[src/rtl/intr_sequencer_pkg.sv]
// Shared definitions for the interrupt sequencer and the pipelined control unit:
// FSM state encoding and the ISR vector location both sides agree on.
package intr_sequencer_pkg;

    localparam int STATE_W = 3;

    localparam logic [STATE_W-1:0] ST_IDLE   = 3'd0;
    localparam logic [STATE_W-1:0] ST_ENTRY  = 3'd1;
    localparam logic [STATE_W-1:0] ST_FLUSH  = 3'd2;
    localparam logic [STATE_W-1:0] ST_ACK    = 3'd3;
    localparam logic [STATE_W-1:0] ST_IN_ISR = 3'd4;

    // Fetch address the control unit redirects to when intr is taken.
    localparam logic [31:0] ISR_VECTOR_ADDR = 32'h0000_03FC;

endpackage

[src/rtl/intr_sequencer_prio_enc.sv]
// Lowest-index-first priority encoder: reports whether any request is set and
// the index of the lowest set bit.
module prio_enc #(
    parameter int N = 4,
    parameter int W = 2
) (
    input  logic [N-1:0] req,
    output logic         valid,
    output logic [W-1:0] idx
);

    // Scan from the top down so the lowest set index is the last one written.
    always_comb begin
        valid = 1'b0;
        idx   = {W{1'b0}};
        for (int i = N - 1; i >= 0; i--) begin
            idx   = req[i] ? W'(i) : idx;
            valid = valid | req[i];
        end
    end

endmodule

[src/rtl/intr_sequencer.sv]
// Interrupt sequencer: latches device requests, owns IE, and walks the core
// through ISR entry (intr, pipeline flush, device acknowledge) and return.
module intr_sequencer
    import intr_sequencer_pkg::*;
#(
    parameter int NUM_SRC      = 4,
    parameter int FLUSH_CYCLES = 3,
    parameter int ID_W         = 2
) (
    input  logic               clk,
    input  logic               reset,
    input  logic [NUM_SRC-1:0] irq_req,
    input  logic               stall,
    input  logic               setie,
    input  logic               reti,
    output logic               intr,
    output logic               IE,
    output logic               flush,
    output logic [NUM_SRC-1:0] intr_ack,
    output logic [ID_W-1:0]    isr_id,
    output logic               in_isr
);

    localparam int CNT_W = $clog2(FLUSH_CYCLES + 1);
    localparam logic [CNT_W-1:0]   FLUSH_LOAD = CNT_W'(FLUSH_CYCLES);
    localparam logic [NUM_SRC-1:0] ONE_HOT0   = {{(NUM_SRC-1){1'b0}}, 1'b1};

    logic [STATE_W-1:0] state_r, state_next_s;
    logic [NUM_SRC-1:0] pending_r, pending_next_s;
    logic               ie_r, ie_next_s;
    logic [CNT_W-1:0]   flush_cnt_r, flush_cnt_next_s;
    logic [ID_W-1:0]    isr_id_r, isr_id_next_s;
    logic [NUM_SRC-1:0] ack_vec_s;

    logic               intr_r;
    logic               flush_r;
    logic [NUM_SRC-1:0] intr_ack_r;
    logic               in_isr_r;

    logic               enc_valid_s;
    logic [ID_W-1:0]    enc_idx_s;

    prio_enc #(
        .N (NUM_SRC),
        .W (ID_W)
    ) u_prio_enc (
        .req   (pending_r),
        .valid (enc_valid_s),
        .idx   (enc_idx_s)
    );

    // Next-state, flush down-counter and serviced-source selection.
    always_comb begin
        state_next_s     = state_r;
        flush_cnt_next_s = flush_cnt_r;
        isr_id_next_s    = isr_id_r;
        case (state_r)
            ST_IDLE: begin
                if (ie_r && enc_valid_s && !stall) begin
                    state_next_s  = ST_ENTRY;
                    isr_id_next_s = enc_idx_s;
                end else begin
                    state_next_s  = ST_IDLE;
                end
            end
            ST_ENTRY: begin
                state_next_s     = ST_FLUSH;
                flush_cnt_next_s = FLUSH_LOAD;
            end
            ST_FLUSH: begin
                if (flush_cnt_r <= CNT_W'(1)) begin
                    state_next_s     = ST_ACK;
                    flush_cnt_next_s = {CNT_W{1'b0}};
                end else begin
                    flush_cnt_next_s = flush_cnt_r - CNT_W'(1);
                end
            end
            ST_ACK: begin
                state_next_s = ST_IN_ISR;
            end
            ST_IN_ISR: begin
                if (reti) begin
                    state_next_s = ST_IDLE;
                end else begin
                    state_next_s = ST_IN_ISR;
                end
            end
            default: begin
                state_next_s     = ST_IDLE;
                flush_cnt_next_s = {CNT_W{1'b0}};
            end
        endcase
    end

    // IE priority: entry clears, then return restores, then setie, else hold.
    always_comb begin
        ie_next_s = ie_r;
        if (state_r == ST_ENTRY) begin
            ie_next_s = 1'b0;
        end else if (reti && (state_r == ST_IN_ISR)) begin
            ie_next_s = 1'b1;
        end else if (setie) begin
            ie_next_s = 1'b1;
        end else begin
            ie_next_s = ie_r;
        end
    end

    // Sticky pending: the ack clears its bit, a concurrent request re-sets it.
    always_comb begin
        pending_next_s = (pending_r & ~intr_ack_r) | irq_req;
        ack_vec_s      = ONE_HOT0 << isr_id_next_s;
    end

    // State and registered outputs, decoded from the state being entered.
    always_ff @(posedge clk) begin
        if (reset) begin
            state_r     <= ST_IDLE;
            pending_r   <= {NUM_SRC{1'b0}};
            ie_r        <= 1'b0;
            flush_cnt_r <= {CNT_W{1'b0}};
            isr_id_r    <= {ID_W{1'b0}};
            intr_r      <= 1'b0;
            flush_r     <= 1'b0;
            intr_ack_r  <= {NUM_SRC{1'b0}};
            in_isr_r    <= 1'b0;
        end else begin
            state_r     <= state_next_s;
            pending_r   <= pending_next_s;
            ie_r        <= ie_next_s;
            flush_cnt_r <= flush_cnt_next_s;
            isr_id_r    <= isr_id_next_s;
            intr_r      <= (state_next_s == ST_ENTRY);
            flush_r     <= (state_next_s == ST_FLUSH);
            intr_ack_r  <= (state_next_s == ST_ACK) ? ack_vec_s : {NUM_SRC{1'b0}};
            in_isr_r    <= (state_next_s == ST_ACK) || (state_next_s == ST_IN_ISR);
        end
    end

    assign intr     = intr_r;
    assign IE       = ie_r;
    assign flush    = flush_r;
    assign intr_ack = intr_ack_r;
    assign isr_id   = isr_id_r;
    assign in_isr   = in_isr_r;

endmodule

[config.mk]
export PLATFORM = sky130hd
export DESIGN_NAME = intr_sequencer
export DESIGN_NICKNAME = d
export VERILOG_FILES = /design/src/rtl/intr_sequencer_pkg.sv /design/src/rtl/intr_sequencer_prio_enc.sv /design/src/rtl/intr_sequencer.sv
export SDC_FILE = /design/constraint.sdc
export NUM_CORES = 1
export LEC_CHECK = 0
export ABC_AREA = 1
export BUFFER_PORTS_ARGS = -buffer_cell sky130_fd_sc_hd__buf_2
export CAP_MARGIN = 20
export CORE_UTILIZATION = 35
export CTS_CLUSTER_DIAMETER = 100
export DETAILED_ROUTE_END_ITERATION = 10
export HOLD_SLACK_MARGIN = 0.15
export PLACE_DENSITY_LB_ADDON = 0.3
export SLEW_MARGIN = 20
export SYNTH_ARGS = -nofsm -noshare
export SYNTH_HDL_FRONTEND = slang
export SYNTH_SLANG_ARGS = --single-unit
[constraint.sdc]
create_clock -name clk -period 2.1 [get_ports clk]
set_clock_uncertainty 0.05 [all_clocks]
set_input_delay 0 -clock clk [delete_from_list [all_inputs] [get_ports clk]]
set_output_delay 0 -clock clk [all_outputs]
set_load 0.05 [all_outputs]
==> impl_metrics.csv <==
group,metric,value,unit
run_status,status,"finished, final reports clean",
synthesis,ys_seq_elements,19,
floorplan,fp.dieH,49.6,microns
floorplan,die-width,49.6,microns
floorplan,ios,19,
pwr,ir_drop,375,uV
setup_path,cp.arrival,1.76,ns
routing,antenna_left,0,
flow_run,maxCapViolCount,0,
hold_path,hold_depth,2,
clocking,cts.sinks,19,
clocking,cts_hold_buffers,14,
hold_path,worstHoldEndpoint,"flush_cnt_r[0]",
layout,syn2layout_area_growth,36.1,%
timing,tightest_slew,0.256,ns
pwr,p_per_area,657,nW/um^2
clocking,cts.clk_slew.worst_paths,0.10,ns
clocking,cts_buffer_depth,2,
routing,wl_per_cell,9.35,microns
synthesis,yosysTopAreaCell,"dfxtp_1",
setup_path,r2r-start,"state_r[1]",
place,place_congestion,0.808,
synthesis,synthesis.nets,111,
layout,drive_above_1_share,0.285,
synthesis,ys_seq_area_frac,0.479,
layout,final_cell_mix,"dfxtp_1 (19), nor2_1 (18), buf_2 (18), nand2_1 (15)",
synthesis,netlist-cell-type-count,16,
timing,postLayoutSetupSlackWorst,0.530,ns
timing,final-setup-viol-count,0,
routing,wl_met1,740,microns
synthesis,syn_inst,102,
timing,post-route-min-period,1.57,ns
synthesis,yosys-top-cells-area,"dfxtp_1 (48%), nor2_1 (8.5%), nand2_1 (7.1%), inv_1 (6.6%), a21oi_1 (5.7%)",
setup_path,reg2reg_slack,0.53,ns
setup_path,cp_max_fo,5,
routing,finalWirelength,1530,microns
routing,dr.pass1.iters,4,
setup_path,r2r_end,"state_r[2]",
clocking,cts_buffers,3,
hold_path,hold_start,"flush_cnt_r[0]",
timing,fin_setup_tns,0,ns
setup_path,end_kind,"flop",
floorplan,start_util,0.388,
clocking,cts_tree,"built",
setup_path,required,2.29,ns
setup_path,path_class,"reg2reg",
routing,drcViolationCount,0,
pwr,p_leak,0.500,nW
setup_path,cp-start-kind,"flop",
clocking,clk_latency,0.29,ns
global_routing,overflow,0,
synthesis,ys_warn_count,0,
floorplan,die-area,2460,sq um
routing,wl_met2,702,microns
synthesis,syn_area,793,sq um
routing,detail_route.iter0.violations,13,
clocking,htree_levels,1,
clocking,post_cts_buffers,0,
layout,diodes,0,
place,post-dp-hpwl,1140,microns
timing,relSlewSlack,0.829,
timing,rsz0062_at_grt,"no",
timing,drv_slew,0,
setup_path,r2r_cells,6,
clocking,cts_resized,0,
layout,final_common_cell,"dfxtp_1",
floorplan,core_area,2040,sq um
timing,max_freq,637,MHz
layout,finish.net_count,147,
place,port_buffers,18,
global_routing,antenna_found_initial,0,
hold_path,hold_class,"reg2reg",
global_routing,grt_usage,0.147,
global_routing,grt_pass1_vias,668,
routing,vias,726,
clocking,cts-root-buf,"clkbuf_4",
global_routing,grt_start_max_net_pins,14,
synthesis,syn_avg_cell_area,7.78,sq um
routing,top_layer,"met4",
global_routing,grt_pass1_wl,2750,microns
place,preCtsSetupSlack,0.912,ns
synthesis,synth_top_area_frac,0.479,
floorplan,fp-row-count,16,
routing,via_per_inst,4.43,
timing,fin_crit_sh,0.748,
timing,finalHoldViolCount,0,
routing,met3_length,81,microns
[synth_stat cells (all sizes together)]
cell     n
clkbuf   1
nand4    1
dfxtp   19
nand2   16
inv     17
nand3   10
nor2    26
a21oi    9
o21ai    3
[critical path: stages, from the launching register on]
cell and delay, ns:
dfxtp_1 0.39, nor2_4 0.16, nand2_1 0.06, o21ai_0 0.17, inv_1 0.08, nor2_1 0.08
dlygate4sd3_1 0.54
[flip-flops by register name, indices dropped and copies added (netlist names)]
signal	count
state_r	3
in_isr	1
intr_ack	4
flush_cnt_r	2
isr_id	2
flush	1
pending_r	4
intr	1
IE	1
[through the flow]
| step | cells | instance area (sq um) | power, W | hold WS (ns) | util |
|---|---|---|---|---|---|
| floorplan | 102 | 793 | 0.000490 | 0.0191 | - |
| global placement | 146 | 913 | 0.000516 | 0.155 | 0.447 |
| detailed placement | 146 | 913 | 0.000518 | 0.162 | 0.447 |
| CTS | 164 | 1080 | 0.000718 | 0.437 | 0.529 |
| global route | 164 | 1080 | 0.000751 | 0.471 | 0.529 |
| finish | 164 | 1080 | 0.000710 | 0.446 | 0.529 |
[area by class of cell]
cell class	count	area [sq um]
flip-flops and latches	19	380
well taps	27	33.8
fillers	207	962
inverters	17	63.8
clock buffers	4	26.3
multi-input cells	65	345
repair buffers	32	230
[power by group]
group	internal (W)	total [W]	switching [W]
logic	0.0000545	0.000137	0.0000828
clock network	0.0000738	0.000179	0.000105
registers	0.000378	0.000393	0.0000151
[cell families (layout without fill, tap and decap cells)]
kind of cell    count (synthesis)  count (layout)  share of synthesized area
flops                          19              19                      0.479
simple gates                   53              53                      0.360
compound gates                 12              12                     0.0757
buf+inv                        18              53                     0.0852
[metal layers]
metal  vias up  GRT usage
met2        16      0.232
met5         -          0
met3         2     0.0185
met1       322      0.195
met4         0     0.0714
li1        386          -
[how the worst max path moves through the flow]
stage          startpoint           to
2_1_floorplan          IE    isr_id[0]
3_3_place_gp   state_r[2]  intr_ack[2]
3_5_place_dp           IE    isr_id[0]
4_1_cts        state_r[1]   state_r[2]
5_1_grt        state_r[1]   state_r[2]
6_report       state_r[1]   state_r[2]
Power figures use the tool's default switching activity.
